--- config.mk ---
export PLATFORM = sky130hd
export DESIGN_NAME = decode_execute_stage
export DESIGN_NICKNAME = d
export VERILOG_FILES = /design/src/rtl/pipe_pkg.sv /design/src/rtl/decode_execute_stage_sat_counter.sv /design/src/rtl/decode_execute_stage.sv
export SDC_FILE = /design/constraint.sdc
export NUM_CORES = 1
export LEC_CHECK = 0
export CELL_PAD_IN_SITES_DETAIL_PLACEMENT = 0
export CELL_PAD_IN_SITES_GLOBAL_PLACEMENT = 2
export CORE_ASPECT_RATIO = 0.9
export CORE_MARGIN = 2
export CORE_UTILIZATION = 32
export CTS_CLUSTER_DIAMETER = 60
export DETAILED_ROUTE_END_ITERATION = 16
export PLACE_DENSITY_LB_ADDON = 0.2
export SYNTH_ARGS = -nofsm -noshare
export SYNTH_HDL_FRONTEND = slang
export SYNTH_SLANG_ARGS = --single-unit
--- constraint.sdc ---
create_clock -name clk -period 4.6 [get_ports clk]
set_input_delay 1.38 -clock clk [delete_from_list [all_inputs] [get_ports clk]]
set_output_delay 1.38 -clock clk [all_outputs]
set_load 0.03 [all_outputs]
--- src/rtl/pipe_pkg.sv ---
// Shared types for the decode/execute pipeline boundary: skid state and the
// default-width payload layout carried from decode into execute.
package pipe_pkg;

    localparam int PKG_DATA_W  = 16;
    localparam int PKG_ALUOP_W = 3;

    typedef enum logic [1:0] {
        EMPTY = 2'd0,
        ONE   = 2'd1,
        FULL  = 2'd2
    } skid_state_t;

    typedef struct packed {
        logic                   wbs;
        logic                   mm;
        logic                   wm;
        logic                   am;
        logic                   ni;
        logic                   wme;
        logic [PKG_ALUOP_W-1:0] aluop;
        logic [PKG_DATA_W-1:0]  srca;
        logic [PKG_DATA_W-1:0]  srcb;
    } de_payload_t;

    // All-zero payload is the NOP bubble seen by execute.
    localparam de_payload_t NOP = '0;

endpackage

--- src/rtl/decode_execute_stage_sat_counter.sv ---
// Saturating up-counter; sticks at all-ones until reset.
module sat_counter
    import pipe_pkg::*;
#(
    parameter int WIDTH = 16
) (
    input  logic             clk,
    input  logic             rst,
    input  logic             inc,
    output logic [WIDTH-1:0] count
);

    logic [WIDTH-1:0] r_count;

    always_ff @(posedge clk or posedge rst) begin
        if (rst) begin
            r_count <= '0;
        end else if (inc && (r_count != {WIDTH{1'b1}})) begin
            r_count <= r_count + WIDTH'(1);
        end
    end

    assign count = r_count;

endmodule

--- src/rtl/decode_execute_stage.sv ---
// Decode-to-execute pipeline register with valid/ready handshake, a one-deep
// skid entry behind the main register, synchronous flush and a stall counter.
module decode_execute_stage
    import pipe_pkg::*;
#(
    parameter int DATA_WIDTH  = 16,
    parameter int ALUOP_WIDTH = 3,
    parameter int CNT_WIDTH   = 16
) (
    input  logic                   clk,
    input  logic                   rst,
    input  logic                   flush,
    input  logic                   in_valid,
    output logic                   in_ready,
    input  logic                   wbs_in,
    input  logic                   mm_in,
    input  logic                   wm_in,
    input  logic                   am_in,
    input  logic                   ni_in,
    input  logic                   wme_in,
    input  logic [ALUOP_WIDTH-1:0] aluop_in,
    input  logic [DATA_WIDTH-1:0]  srca_in,
    input  logic [DATA_WIDTH-1:0]  srcb_in,
    output logic                   out_valid,
    input  logic                   out_ready,
    output logic                   wbs_out,
    output logic                   mm_out,
    output logic                   wm_out,
    output logic                   am_out,
    output logic                   ni_out,
    output logic                   wme_out,
    output logic [ALUOP_WIDTH-1:0] aluop_out,
    output logic [DATA_WIDTH-1:0]  srca_out,
    output logic [DATA_WIDTH-1:0]  srcb_out,
    output logic [CNT_WIDTH-1:0]   stall_count
);

    localparam int PW = 6 + ALUOP_WIDTH + 2 * DATA_WIDTH;

    skid_state_t   r_state;
    skid_state_t   w_state_nxt;
    logic [PW-1:0] r_main;
    logic [PW-1:0] r_skid;
    logic [PW-1:0] w_main_nxt;
    logic [PW-1:0] w_skid_nxt;
    logic [PW-1:0] w_in_pl;
    logic          r_out_valid;
    logic          r_in_ready;
    logic          w_in_fire;
    logic          w_out_fire;
    logic          w_stall;

    assign w_in_pl    = {wbs_in, mm_in, wm_in, am_in, ni_in, wme_in, aluop_in, srca_in, srcb_in};
    assign w_in_fire  = in_valid && r_in_ready;
    assign w_out_fire = r_out_valid && out_ready;
    assign w_stall    = r_out_valid && !out_ready;

    // Any entry that leaves its slot is zeroed, so an empty main register is a NOP.
    always_comb begin
        w_state_nxt = r_state;
        w_main_nxt  = r_main;
        w_skid_nxt  = r_skid;
        if (flush) begin
            w_state_nxt = EMPTY;
            w_main_nxt  = '0;
            w_skid_nxt  = '0;
        end else begin
            case (r_state)
                EMPTY: begin
                    if (w_in_fire) begin
                        w_state_nxt = ONE;
                        w_main_nxt  = w_in_pl;
                    end
                end
                ONE: begin
                    if (w_in_fire && w_out_fire) begin
                        w_main_nxt = w_in_pl;
                    end else if (w_in_fire) begin
                        w_state_nxt = FULL;
                        w_skid_nxt  = w_in_pl;
                    end else if (w_out_fire) begin
                        w_state_nxt = EMPTY;
                        w_main_nxt  = '0;
                    end
                end
                FULL: begin
                    if (w_out_fire) begin
                        w_state_nxt = ONE;
                        w_main_nxt  = r_skid;
                        w_skid_nxt  = '0;
                    end
                end
                default: begin
                    w_state_nxt = EMPTY;
                    w_main_nxt  = '0;
                    w_skid_nxt  = '0;
                end
            endcase
        end
    end

    always_ff @(posedge clk or posedge rst) begin
        if (rst) begin
            r_state     <= EMPTY;
            r_main      <= '0;
            r_skid      <= '0;
            r_out_valid <= 1'b0;
            r_in_ready  <= 1'b1;
        end else begin
            r_state     <= w_state_nxt;
            r_main      <= w_main_nxt;
            r_skid      <= w_skid_nxt;
            r_out_valid <= (w_state_nxt != EMPTY);
            r_in_ready  <= (w_state_nxt != FULL);
        end
    end

    assign out_valid = r_out_valid;
    assign in_ready  = r_in_ready;
    assign {wbs_out, mm_out, wm_out, am_out, ni_out, wme_out, aluop_out, srca_out, srcb_out} = r_main;

    sat_counter #(
        .WIDTH (CNT_WIDTH)
    ) u_stall_cnt (
        .clk   (clk),
        .rst   (rst),
        .inc   (w_stall),
        .count (stall_count)
    );

endmodule

-- Yosys cells after proc, flatten, opt, wreduce, memory -nomap -nowiden
Index checks and enable logic that the tools add are counted.
- add/subtract/negate cells: 1
- equal/unequal tests: 11
- multiplexer cells: 17
- reduce and logical (&&, ||, !) cells: 10
- operators with widths (cell ; number):
    41-bit 2-to-1 mux ; 8
    41-bit case mux with 3 select lines ; 2
    16-bit by 1-bit adder with 16-bit output, second input constant ; 1
    16-bit != test, second input constant ; 1
    2-bit 2-to-1 mux ; 6
    3-bit != test, second input constant ; 4
    4-bit != test, second input constant ; 2
    4-bit AND reduction ; 2
    2-bit case mux with 3 select lines ; 1
    1-bit logical AND ; 5
    2-bit != test, second input constant ; 2
    2-bit by 1-bit equality test with 1-bit output, second input constant ; 1
    2-bit equality test, second input constant ; 1
    2-bit zero test ; 1
    2-bit nonzero test ; 1
    1-bit zero test ; 1
- register bits: 102
- input port bits: 46
- output and inout port bits: 59
- logic and storage cells: 45

-- Longest topological paths before layout
Gate-level depths: netlist of run 1.
- depth in word-level cells: 7
- depth in mapped cells: 7
- gate-level depth less buffers: 5

-- Modules after synthesis
A second synthesis of run 1 with hierarchy kept.
- cell total of the unflattened synthesis: 566
- area total of the unflattened synthesis: 5307.6 um2
- by module, submodules not included (module ; times used ; cells an instance ; area each (um2) ; sequential area each (um2)):
    decode_execute_stage ; 1 ; 495 ; 4501.8 ; 2153.3
    sat_counter ; 1 ; 71 ; 805.8 ; 400.4

-- Worst setup path before layout of run 1
OpenSTA, ideal clock, no wires.
- kind: input to register
- from: input out_ready
- to: register u_stall_cnt.r_count[13], in the netlist u_stall_cnt.count[13]
- setup time: 135 ps
- arrival time: 2274 ps
- required time: 4465 ps
- setup slack: 2191 ps
- stages on the path: 4
- path buffers: 0
- cell sequence: nand4b_1 > nor4_1 > nand4_1 > xnor2_1
- word-level cells in the longest chain between the ends: 3
- ends and longest elaborated chain (element ; RTL line ; RTL):
    start, declared ; decode_execute_stage.sv:25 ; input logic out_ready,
    1-bit zero test ; decode_execute_stage.sv:56 ; assign w_stall = r_out_valid && !out_ready;
    1-bit logical AND ; decode_execute_stage.sv:56 ;
    1-bit logical AND ; decode_execute_stage_sat_counter.sv:18 ; end else if (inc && (r_count != {WIDTH{1'b1}})) begin
    end signal, assigned ; decode_execute_stage_sat_counter.sv:19 ; r_count <= r_count + WIDTH'(1);
    end, declared ; decode_execute_stage_sat_counter.sv:13 ; logic [WIDTH-1:0] r_count;
No other way between the ends.
A chain may end at the register's enable or synchronous reset.

-- Worst setup path after layout of run 1
- from: input out_ready
- to: register r_main[2]
- word-level cells in the longest chain between the ends: 5
- elaborated cells between the ends (all ways): 9
- those cells by class: 3 x eq/ne; 3 x mux; 3 x reduce/logical
- ends and longest elaborated chain (element ; RTL line ; RTL):
    1-bit logical AND * ; decode_execute_stage.sv:55 ; assign w_out_fire = r_out_valid && out_ready;
    1-bit logical AND ; decode_execute_stage.sv:76 ; if (w_in_fire && w_out_fire) begin
    41-bit 2-to-1 mux ; decode_execute_stage.sv:76 ;
    41-bit case mux with 3 select lines ; decode_execute_stage.sv:68 ; case (r_state)
    41-bit 2-to-1 mux ; decode_execute_stage.sv:63 ; if (flush) begin
    end signal, assigned ; decode_execute_stage.sv:111 ; r_main <= w_main_nxt;
    end, declared ; decode_execute_stage.sv:42 ; logic [PW-1:0] r_main;
Mark *: on every way between the ends. The rest lies on a longest branch, timed or not.

==> results of run 1 <==
how the worst min path moves through the flow:
stage | from | to | slack [ns] | cells past startpoint
floorplan | r_skid[0] | r_skid[0] | 0.49 | 2
global placement | r_main[13] | r_main[13] | 0.47 | 1
detailed placement | r_main[23] | r_main[23] | 0.47 | 1
CTS | r_main[6] | r_main[6] | 0.49 | 1
global route | r_main[13] | r_main[13] | 0.51 | 1
finish | r_main[12] | r_main[12] | 0.49 | 1
Yosys cell counts (2+ instances only):
cell         n  area [um2]
buf_4        4        30.0
a31oi_1      2        12.5
nor3_1       7        35.0
nand3_1      5        25.0
buf_2       19        95.1
inv_1       44         165
o2bb2ai_1   41         359
a21oi_1      6        30.0
nand4_1      7        43.8
nor4b_1      2        17.5
xnor2_1      4        35.0
nand2_1     51         191
and3_1       3        18.8
mux2i_1     41         410
a22oi_1     41         308
nand2b_1     3        18.8
nor3b_1      2        15.0
dfrtp_1    101        2530
o21bai_1     4        30.0
clkbuf_1     7        26.3
nor2_1       9        33.8
xor2_1       8        70.1
flip-flops by register name, summed over array words and instances, names as in the netlist:
| signal | flops |
|---|---|
| r_skid | 41 |
| in_ready | 1 |
| r_state | 2 |
| u_stall_cnt.count | 16 |
| r_main | 41 |
| out_valid | 1 |
cell usage in the layout (no fill, tap or decap), drive strengths merged, types with 2 or more instances in the layout:
cell type / count
nand4: 8
clkbuf: 11
o2bb2ai: 41
dfrtp: 101
and3: 3
a31oi: 2
nor2: 10
xnor2: 4
clkdlybuf4s50: 104
nor3: 7
inv: 44
nand3: 5
a21oi: 7
nor4b: 2
nor4: 2
o21bai: 4
clkinv: 2
a22oi: 41
buf: 6
xor2: 8
mux2i: 41
nand2b: 4
nand2: 51
nor3b: 2
per-layer routing:
metal  vias to the layer above  part of all wire (%)
met5                         -                     0
met4                         0                   1.1
met3                        10                   5.3
met2                       106                    45
met1                      1782                    48
li1                       1695                     -
final cells by class:
class	instances	share of cell area, %
inverters	44	2.67
multi-input cells	253	30.1
well taps	198	3.95
clock buffers	11	3.87
repair buffers	110	17.9
flip-flops and latches	102	40.7
clock inverters	4	0.758
metrics by stage:
step | cell area, um2 | cells
detailed placement | 5980 | 707
floorplan | 4710 | 430
global placement | 5980 | 707
finish | 6270 | 722
global route | 6270 | 722
CTS | 6270 | 722
kinds of logic (layout without fill, tap and decap cells):
logic type / after synthesis / in the layout / synth area share [%]
AOI/OAI and AO/OA: 101 / 101 / 17.0
xor gates and xnor gates: 12 / 12 / 2.23
adders and majority gates: 1 / 1 / 0.266
buffers and inverters: 75 / 169 / 6.83
DFF: 102 / 102 / 54.3
muxes: 42 / 42 / 9.04
and+or+nand+nor: 97 / 97 / 10.4
power groups by stage:
stage | Sequential, mW | Combinational (mW) | Clock (mW)
global route | 1.06 | 0.596 | 0.826
CTS | 1.05 | 0.560 | 0.794
floorplan | 1.15 | 0.228 | 0
finish | 1.05 | 0.552 | 0.767
global placement | 1.07 | 0.555 | 0
detailed placement | 1.07 | 0.558 | 0
==> run_results.csv, run 1 <==
group,metric,value,unit
cells_and_area,seq_area,2550,um2
grt,grt_antenna_before_repair,0,
detailed_routing,wl_per_cell,17.0,um
worst_setup_path,critPathCaptureType,"register",
timing,fin_setup_tns,0,ns
synth,synth-edff-count,0,
timing,whs,0.488,ns
cells_and_area,layout.nets,567,
synth,synthFlopType,"dfrtp_1",
clock_tree,cts_hold_buffers,0,
detailed_routing,drc,0,
worst_setup_path,worstSetupPathType,"in -> reg",
power,power.share.clock,32.3,%
cells_and_area,num_antenna_cells,0,
worst_setup_path,required,4.83,ns
synth,ys_ff_latch,102,
grt,grt_max_degree,55,
worst_setup_path,cp-endpoint,"r_main[2]",
worst_setup_path,crit_path_start,"out_ready",
worst_setup_path,cp_max_fo,21,
timing,max_freq,0.331,GHz
timing,relSlewSlack,21.5,%
place,gp_congestion,0.779,
synth,syn-num-nets,477,
die,start_util,32.3,%
worst_setup_path,rr_endpoint,"r_main[20]",
timing,fin_ws,1.58,ns
power,leakagePower,2.71,nW
clock_tree,clockBufferDepth,2,
synth,synth-seq-area-share,54.3,%
timing,final_max_slew_viol_count,0,
clock_tree,cts_tree,"yes",
power,p_sw,734,uW
synth,syn_area,4710,um2
hold_path,min_path_type,"reg -> reg",
power,finalPower,2.37,mW
run_status,outcome,"finished clean",
grt,grt_usage,16.4,%
power,vdd_drop_max,0.000370,V
detailed_routing,routed_wl,12200,um
worst_setup_path,path_depth,6,
synth,async_flop_share,100,%
worst_setup_path,r2r.worst_path.cells,3,
worst_setup_path,cp_top_family,"buffers and inverters",
clock_tree,clock-root-buffer,"clkbuf_16",
synth,synthCells,430,
timing,grt_setup_unrepaired,"no",
synth,synth.avg_cell_area,10.9,um2
synth,yosysUniqueCellTypes,41,
detailed_routing,dr.pass1.iters,4,
grt,met3_usage,4.30,%
cells_and_area,syn_to_final_growth,33.2,%
place,place_ws,1.23,ns
worst_setup_path,slowest_stage,"clkdlybuf4s50_1",
timing,skew,0.00658,ns
clock_tree,cts.sinks,102,
clock_tree,cts_resized,0,
worst_setup_path,cp_num_buf_inv,2,
cells_and_area,finalCoreUtilization,43.1,%
clock_tree,htreeDepth,3,
detailed_routing,drt-initial-drc-count,179,
die,die_w,132,um
die,core_area,14600,um2
detailed_routing,vias,3593,
grt,grt_pass1_wl,20300,um
flow_run,maxCapViolCount,0,
grt,gr-total-overflow,0,
cells_and_area,multiInputGateArea,1890,um2
cells_and_area,drive_gt1_share,6.30,%
worst_setup_path,reg2reg_slack,2.46,ns
power,sw_frac_of_total,31.0,%
detailed_routing,drtAntennaViolNets,0,
worst_setup_path,cp_cell_sequence,"clkdlybuf4s50_1 > nand2_1 > a21oi_1 > o21bai_4 > buf_4 > o2bb2ai_1",
worst_setup_path,cp.arrival,3.25,ns
clock_tree,clk_pin_slew,0.06,ns
timing,fin_crit,3.02,ns
die,dieArea,15700,um2
place,dp_hpwl,7550,um
timing,fin_crit_sh,65.7,%
die,die_h,119,um
worst_setup_path,cp-start-kind,"input port",
worst_setup_path,max_stage_delay,0.55,ns
worst_setup_path,r2r_start,"r_state[1]",
die,ios,105,
clock_tree,numCtsBuffers,9,
synth,yosysWarningCount,0,
timing,hold_viol,0,
grt,top_usage_layer,"met2",
power,power.density,378,nW/um2
power,power_frac_seq,44.4,%
clock_tree,cts_setup_buffers,0,
place,io_buffers,104,
grt,first_global_vias,3724,
power,p_int,1.64,mW
detailed_routing,vias_per_cell,4.98,
die,rows,42,
clock_tree,clock_latency,0.35,ns
timing,worst_slew_pin_slew,1.18,ns
grt,use_met2,25.5,%
grt,met1_usage,22.9,%
timing,setup_viol,0,
power,combPwrFrac,23.3,%
cells_and_area,fill_cells,1418,
Power figures use the tool's default switching activity.
==> inputs of run 2 (changes only) <==
==> constraint.sdc (replaced) <==
create_clock -name clk -period 2.92 [get_ports clk]
set_input_delay 0.876 -clock clk [delete_from_list [all_inputs] [get_ports clk]]
set_output_delay 0.876 -clock clk [all_outputs]
set_load 0.03 [all_outputs]
==> run_results.csv, run 2 (same netlist as run 1, synthesis figures left out) <==
group,metric,value,unit
run_status,outcome,"finished clean",
cells_and_area,layout.cells.most_common_list,"clkdlybuf4s50_1, dfrtp_1, nand2_1",
timing,hold_viol,0,
cells_and_area,multiInputGateArea,1890,um2
clock_tree,htreeDepth,3,
detailed_routing,vias_per_cell,4.88,
clock_tree,cts.sinks,102,
timing,final_max_slew_viol_count,0,
clock_tree,clock-root-buffer,"clkbuf_16",
worst_setup_path,max_stage_delay,0.73,ns
detailed_routing,drc,0,
worst_setup_path,cp.arrival,1.59,ns
timing,skew,0.00779,ns
hold_path,min_path_type,"reg -> reg",
clock_tree,clock_latency,0.35,ns
power,vdd_drop_max,0.000355,V
clock_tree,cts_hold_buffers,0,
hold_path,holdPathStages,1,
power,sw_frac_of_total,31.8,%
detailed_routing,drtAntennaViolNets,0,
place,dp_hpwl,7410,um
power,power.density,577,nW/um2
power,p_int,2.48,mW
power,finalPower,3.63,mW
place,placed_area,6040,um2
timing,fin_crit_sh,84.5,%
place,gp_congestion,0.754,
grt,grt_pass1_wl,20100,um
worst_setup_path,path_depth,1,
die,die_h,119,um
worst_setup_path,slowest_stage,"clkdlybuf4s50_1",
worst_setup_path,required,2.04,ns
worst_setup_path,cp_top_family,"buffers and inverters",
grt,gr-total-overflow,0,
detailed_routing,vias,3551,
cells_and_area,stdcell_area,6300,um2
grt,grt_usage,16.1,%
worst_setup_path,worstSetupPathType,"reg -> out",
timing,relSlewSlack,58.8,%
detailed_routing,dr.pass1.iters,4,
clock_tree,clk_pin_slew,0.07,ns
detailed_routing,wl_per_cell,16.5,um
timing,setup_viol,0,
worst_setup_path,cp_num_buf_inv,1,
grt,grt_antenna_before_repair,0,
die,rows,42,
clock_tree,cts_tree,"yes",
cells_and_area,syn_to_final_growth,33.9,%
cells_and_area,fill_cells,1373,
timing,fin_crit,2.47,ns
place,io_buffers,104,
worst_setup_path,cp-start-kind,"register",
grt,first_global_vias,3731,
power,power.share.clock,30.1,%
power,combPwrFrac,24.3,%
detailed_routing,drt-initial-drc-count,188,
power,power_frac_seq,45.6,%
cells_and_area,final_common_cell,"clkdlybuf4s50_1",
worst_setup_path,critPathCaptureType,"output pin",
timing,fin_setup_tns,0,ns
grt,grt_max_degree,103,
flow_run,maxCapViolCount,0,
clock_tree,numCtsBuffers,9,
die,core_area,14600,um2
clock_tree,clockBufferDepth,2,
cells_and_area,drive_gt1_share,7.18,%
die,ios,105,
detailed_routing,routed_wl,12000,um
clock_tree,cts_resized,0,
power,p_sw,1.15,mW
timing,max_freq,0.405,GHz
cells_and_area,num_antenna_cells,0,
die,die_w,132,um
worst_setup_path,cp_cell_sequence,"clkdlybuf4s50_1",
die,dieArea,15700,um2
timing,whs,0.486,ns
worst_setup_path,r2r.worst_path.cells,5,
cells_and_area,seq_area,2550,um2
timing,worst_slew_pin_slew,0.617,ns
timing,fin_ws,0.453,ns
place,place_ws,0.238,ns
power,leakagePower,2.72,nW
timing,grt_setup_unrepaired,"no",
die,start_util,32.3,%
worst_setup_path,cp_max_fo,6,
clock_tree,cts_setup_buffers,0,
cells_and_area,layout.nets,572,
run 2: cell types whose count changed in the layout (fill, tap and decap cells not counted), sizes merged:
cell,before,now
buf,6,11
clkinv,2,4
bufinv,1,0
clkbuf,11,10
clkinvlp,1,2
inv,44,43
run 2: path summary, 6_finish.rpt:
check / start / endpoint / slack [ns]
max in group asynchronous: rst / r_main[21] / 1.46
worst max register to register: out_valid / r_skid[31] / 1.04
worst min-delay path: r_main[16] / r_main[16] / 0.49
worst min register to register: r_main[16] / r_main[16] / 0.49
min in group asynchronous: rst / r_main[10] / 1.03
worst max-delay path: u_stall_cnt.count[3] / stall_count[3] / 0.45
run 2: final cells by class:
| class | instances | area share [%] |
|---|---|---|
| flip-flops and latches | 102 | 40.5 |
| multi-input cells | 253 | 30.0 |
| repair buffers | 115 | 18.8 |
| well taps | 198 | 3.93 |
| clock buffers | 10 | 3.63 |
| inverters | 44 | 2.68 |
| clock inverters | 5 | 0.437 |
run 2: worst register-to-register path, delay by kind of cell (launching register included):
kind,cells,cell delay [ns]
DFF,1,0.48
buffers and inverters,1,0.32
and+or+nand+nor,1,0.18
muxes,1,0.24
AOI/OAI and AO/OA,2,0.58
run 2: metrics by stage:
stage / std cells / util (%)
floorplan: 430 / -
global placement: 712 / 41.5
detailed placement: 712 / 41.5
CTS: 727 / 43.3
global route: 727 / 43.3
finish: 727 / 43.3
run 2: power by group through the flow:
stage | Clock (mW) | Sequential (mW) | Combinational (mW)
finish | 1.10 | 1.66 | 0.882
detailed placement | 0 | 1.68 | 0.891
CTS | 1.13 | 1.66 | 0.894
global route | 1.19 | 1.68 | 0.956
global placement | 0 | 1.68 | 0.883
floorplan | 0 | 1.82 | 0.359
run 2: per-layer routing:
layer,global-route usage (%),up-vias,wire length [um]
met4,4.62,0,142
li1,-,1709,-
met1,22.5,1752,5950
met2,24.9,80,5380
met5,0,-,0
met3,4.13,10,507
==> inputs of run 3 (changes only) <==
==> constraint.sdc (replaced) <==
create_clock -name clk -period 2.4 [get_ports clk]
set_input_delay 0.72 -clock clk [delete_from_list [all_inputs] [get_ports clk]]
set_output_delay 0.72 -clock clk [all_outputs]
set_load 0.03 [all_outputs]
==> run_results.csv, run 3 (same netlist as run 1, synthesis figures left out) <==
group,metric,value,unit
clock_tree,cts_hold_buffers,0,
cells_and_area,num_antenna_cells,0,
worst_setup_path,cp_cell_sequence,"clkdlybuf4s50_1",
timing,skew,0.00663,ns
grt,grt_max_degree,103,
clock_tree,htreeDepth,3,
grt,top_usage_layer,"met2",
grt,met3_usage,4.56,%
detailed_routing,routed_wl,12400,um
place,gp_congestion,0.754,
timing,fin_crit,2.31,ns
detailed_routing,vias,3663,
die,core_area,14600,um2
grt,met1_usage,22.6,%
power,p_sw,1.44,mW
timing,worst_slew_pin_slew,0.575,ns
timing,grt_setup_unrepaired,"no",
cells_and_area,drive_gt1_share,8.38,%
place,io_buffers,104,
timing,fin_ws,0.0857,ns
cells_and_area,final_cells,735,
die,start_util,32.3,%
worst_setup_path,slowest_stage,"clkdlybuf4s50_1",
worst_setup_path,required,1.68,ns
clock_tree,clockBufferDepth,2,
cells_and_area,finalCoreUtilization,44.2,%
worst_setup_path,max_stage_delay,0.73,ns
clock_tree,clock-root-buffer,"clkbuf_16",
worst_setup_path,cp_max_fo,9,
power,leakagePower,2.79,nW
detailed_routing,vias_per_cell,4.98,
hold_path,min_path_type,"reg -> reg",
cells_and_area,layout.cells.most_common_list,"clkdlybuf4s50_1, dfrtp_1, nand2_1",
power,combPwrFrac,24.3,%
timing,final_max_slew_viol_count,0,
cells_and_area,syn_to_final_growth,36.8,%
timing,hold_viol,0,
power,power_frac_seq,43.8,%
grt,use_met2,24.8,%
power,finalPower,4.61,mW
place,placed_area,6150,um2
die,die_h,119,um
worst_setup_path,cp_top_family,"buffers and inverters",
timing,max_freq,0.432,GHz
worst_setup_path,cp_num_buf_inv,1,
detailed_routing,drt-initial-drc-count,236,
clock_tree,cts_tree,"yes",
clock_tree,clk_pin_slew,0.07,ns
detailed_routing,wl_per_cell,16.9,um
die,die_w,132,um
cells_and_area,stdcell_area,6440,um2
clock_tree,cts_resized,0,
power,p_int,3.17,mW
timing,relSlewSlack,61.6,%
worst_setup_path,cp-start-kind,"register",
detailed_routing,dr.pass1.iters,5,
grt,grt_antenna_before_repair,0,
grt,grt_pass1_wl,20100,um
clock_tree,clock_latency,0.35,ns
place,dpl.cell_count,719,
grt,grt_usage,16.1,%
worst_setup_path,cp.arrival,1.59,ns
power,vdd_drop_max,0.000378,V
die,rows,42,
power,power.density,716,nW/um2
detailed_routing,drtAntennaViolNets,0,
run_status,outcome,"finished clean",
clock_tree,cts.sinks,102,
clock_tree,cts_setup_buffers,0,
clock_tree,numCtsBuffers,9,
place,dp_hpwl,7770,um
worst_setup_path,reg2reg_slack,0.60,ns
die,ios,105,
place,place_ws,0.0454,ns
die,dieArea,15700,um2
timing,fin_setup_tns,0,ns
flow_run,maxCapViolCount,0,
power,sw_frac_of_total,31.2,%
timing,whs,0.487,ns
timing,fin_crit_sh,96.4,%
cells_and_area,layout.nets,579,
worst_setup_path,worstSetupPathType,"reg -> out",
worst_setup_path,critPathCaptureType,"output pin",
detailed_routing,drc,0,
timing,setup_viol,0,
cells_and_area,final_common_cell,"clkdlybuf4s50_1",
grt,gr-total-overflow,0,
grt,first_global_vias,3723,
power,power.share.clock,31.8,%
-- run 3: cell count changes in the layout (fill, tap and decap cells not counted), sizes merged --
cell and change:
clkbuf +1, buf +7, clkinv -1, bufinv +1
-- run 3: area by class of cell --
cell class                      instances  area, um2
Clock buffer                           11        233
Tap cell                              198        248
Multi-Input combinational cell        253       1890
Clock inverter                          5       60.1
Sequential cell                       102       2550
Inverter                               44        169
Fill cell                            1398       8120
Timing Repair Buffer                  122       1290
-- run 3: routing by layer --
layer | part of all wire, % | vias up
met1 | 49 | 1832
met4 | 0.92 | 0
met2 | 45 | 97
met3 | 5.3 | 12
met5 | 0 | -
li1 | - | 1722
-- run 3: final timing paths --
check	from	depth (start not counted)	to
setup reg to reg	u_stall_cnt.count[0]	5	u_stall_cnt.count[1]
setup / recovery	out_valid	1	out_valid
hold / removal	r_main[20]	1	r_main[20]
min in group asynchronous	rst	3	r_main[13]
hold reg to reg	r_main[20]	1	r_main[20]
max in group asynchronous	rst	3	r_skid[39]
-- run 3: power by group through the flow --
stage	clock [mW]	sequential (mW)	combinational, mW
after floorplan	0	2.21	0.436
after global placement	0	2.05	1.12
after detailed placement	0	2.05	1.13
after CTS	1.53	2.02	1.14
after global routing	1.58	2.04	1.20
final	1.47	2.02	1.12
==> edit, RTL diff (flow settings as in run 3) <==
Reset style: synchronous (`rst`), changed in 2 clocked blocks.
--- a/src/rtl/decode_execute_stage_sat_counter.sv
+++ b/src/rtl/decode_execute_stage_sat_counter.sv
@@ -14,3 +14,3 @@
 
-    always_ff @(posedge clk or posedge rst) begin
+    always_ff @(posedge clk) begin
         if (rst) begin
--- a/src/rtl/decode_execute_stage.sv
+++ b/src/rtl/decode_execute_stage.sv
@@ -101,3 +101,3 @@
 
-    always_ff @(posedge clk or posedge rst) begin
+    always_ff @(posedge clk) begin
         if (rst) begin
Function: differs if rst is asserted again (counterexample within 4 cycles, from zero or initial values and one cycle with rst high); with rst held inactive, the same outputs for 4 cycles.
==> edit against run 3 <==
  * First-iteration DRC count grew 76%
  * Worst setup slack gained 0.052 ns
  * Sequential cell count is the same
  * Hold slack lost 0.0087 ns
  * Critical path type is now input pin to register
  * Count of clock-buffer cells in the layout grew 2
  * Register-to-register slack lost 0.23 ns
  * Synthesized cell count grew 17%
  * Routed wire length grew 11%
  * Final area shrank 2.8%
  * Via count grew 20%
  * Synthesized area shrank 2.5%
Power is not compared: it rests on default switching activity, and its combinational part moved more than twofold at a synthesized area within 25%.
==> edit: results (changes against run 3) <==
| Metric | Value |
|---|---|
| Worst hold margin | 0.478 ns (-0.00866 ns) |
| First-pass GRT wire length | 22200 um (+10%) |
| Final GP Congestion | 0.777 (+3.1%) |
| Worst path max stage delay | 0.80 ns (+0.07 ns) |
| R2R Setup Slk | 0.37 ns (-0.23 ns) |
| Signal buffers | 133 (+9.0%) |
| Worst rel slew slack | 0.294 (-0.323) |
| Placed cell area | 5970 um^2 (-2.9%) |
| Switching Fraction | 0.245 |
| Syn nets | 552 (+16%) |
| Fill cells | 1334 (-4.6%) |
| Post-layout util | 0.447 (+0.00456) |
| R2R Path Start | u_stall_cnt.count[0] |
| Commonest cells post-synth | dfxtp_1 (102), a21oi_1 (55), nor2_1 (50) |
| DR WL met2 | 6270 um (+12%) |
| Via density | 5.54 (+11%) |
| Ranking of synthesized cells by area | dfxtp_1 (45%), a221o_1 (8.7%), nand4b_1 (7.8%) |
| Min Tclk post-route | 2.26 ns (-0.0522 ns) |
| Critical R2R Capture | u_stall_cnt.count[1] |
| Synth async-reset ratio | 0 (-1.00) |
| Non-filler cells, final | 791 (+7.6%) |
| Met2 GRT Util | 0.287 (+0.0386) |
| Hpwl dp | 8680 um (+12%) |
| Inverters | 3 (-93%) |
| WL final | 13800 um (+11%) |
| Total chip power | 0.00371 W |
| Detailed-routing wirelength on met1 | 6670 um (+10%) |
| Met3 wire len | 706 um (+7.1%) |
| Outcome | complete, no violations |
| Initial detailed-routing violation count | 416 (+76%) |
| Vias in the first global route | 4175 (+12%) |
| Data buffer area share | 0.217 (+0.0170) |
| CTS Buffer Depth | 2 (unchanged) |
| Largest net degree at the start of global routing | 47 (-54%) |
| Worst Hold End | r_skid[27] |
| Pre-CTS setup slack | -0.223 ns (-0.269 ns) |
| Post-Route Skew | 0.00723 ns (+0.000605 ns) |
| Placed cells | 777 (+8.1%) |
| Met3 usage | 0.0441 (-0.00146) |
| Clock-cell share of area | 0.0464 (+0.000909) |
| Worst-case reg-to-reg path depth | 6 (+1) |
| Sequential portion of the cell area | 0.326 (-0.0701) |
| Comb_multi_in | 346 (+37%) |
| Met1 usage | 0.251 (+0.0250) |
| Finished layout cell area | 6260 um^2 (-2.8%) |
| Clock buffers | 13 (+2) |
| Distinct cell type count of the synthesized netlist | 44 (+7.3%) |
| Most used DFF post-synth | dfxtp_1 |
| Fraction of area in multi-input gates | 0.370 (+0.0766) |
| Worst Path Max Fanout | 41 (+32) |
| Total GRT Usage | 0.182 (+0.0214) |
| CP max stage cell | nor2_4 |
| Reg power frac | 0.471 |
| Crit path capture | r_skid[36] |
| Hold wc startpoint | r_skid[27] |
| Layout cells sized above 1 | 0.0903 (+0.00650) |
edit: cell types whose count changed after synthesis, moves of 17 or more:
cell       before  now
dfrtp_1       101    0
nand4b_1        1   41
a21oi_1         6   55
inv_1          44    3
nand2_1        51    9
buf_2          19    2
clkbuf_1        7   45
nor2_1          9   50
mux2i_1        41    1
o2bb2ai_1      41    1
o21ai_1         0   44
a221o_1         1   40
dfxtp_1         0  102
edit: kinds of logic (layout without fill, tap and decap cells):
group | Yosys count | in the layout | share of synthesized area
AOI/OAI and AO/OA | 199 | 199 | 0.298
xor gates and xnor gates | 2 | 2 | 0.00382
adders and majority gates | 1 | 1 | 0.00273
buffers and inverters | 57 | 150 | 0.0570
DFF | 102 | 102 | 0.445
muxes | 1 | 1 | 0.00218
and+or+nand+nor | 143 | 143 | 0.191
edit: worst reg2reg max path, stage by stage, from the launching register on:
cell and delay (ns):
dfxtp_1 0.38, ha_1 0.24, nand4_2 0.18, o41ai_4 0.63
buf_4 0.25, mux2i_1 0.19, nor2_1 0.05
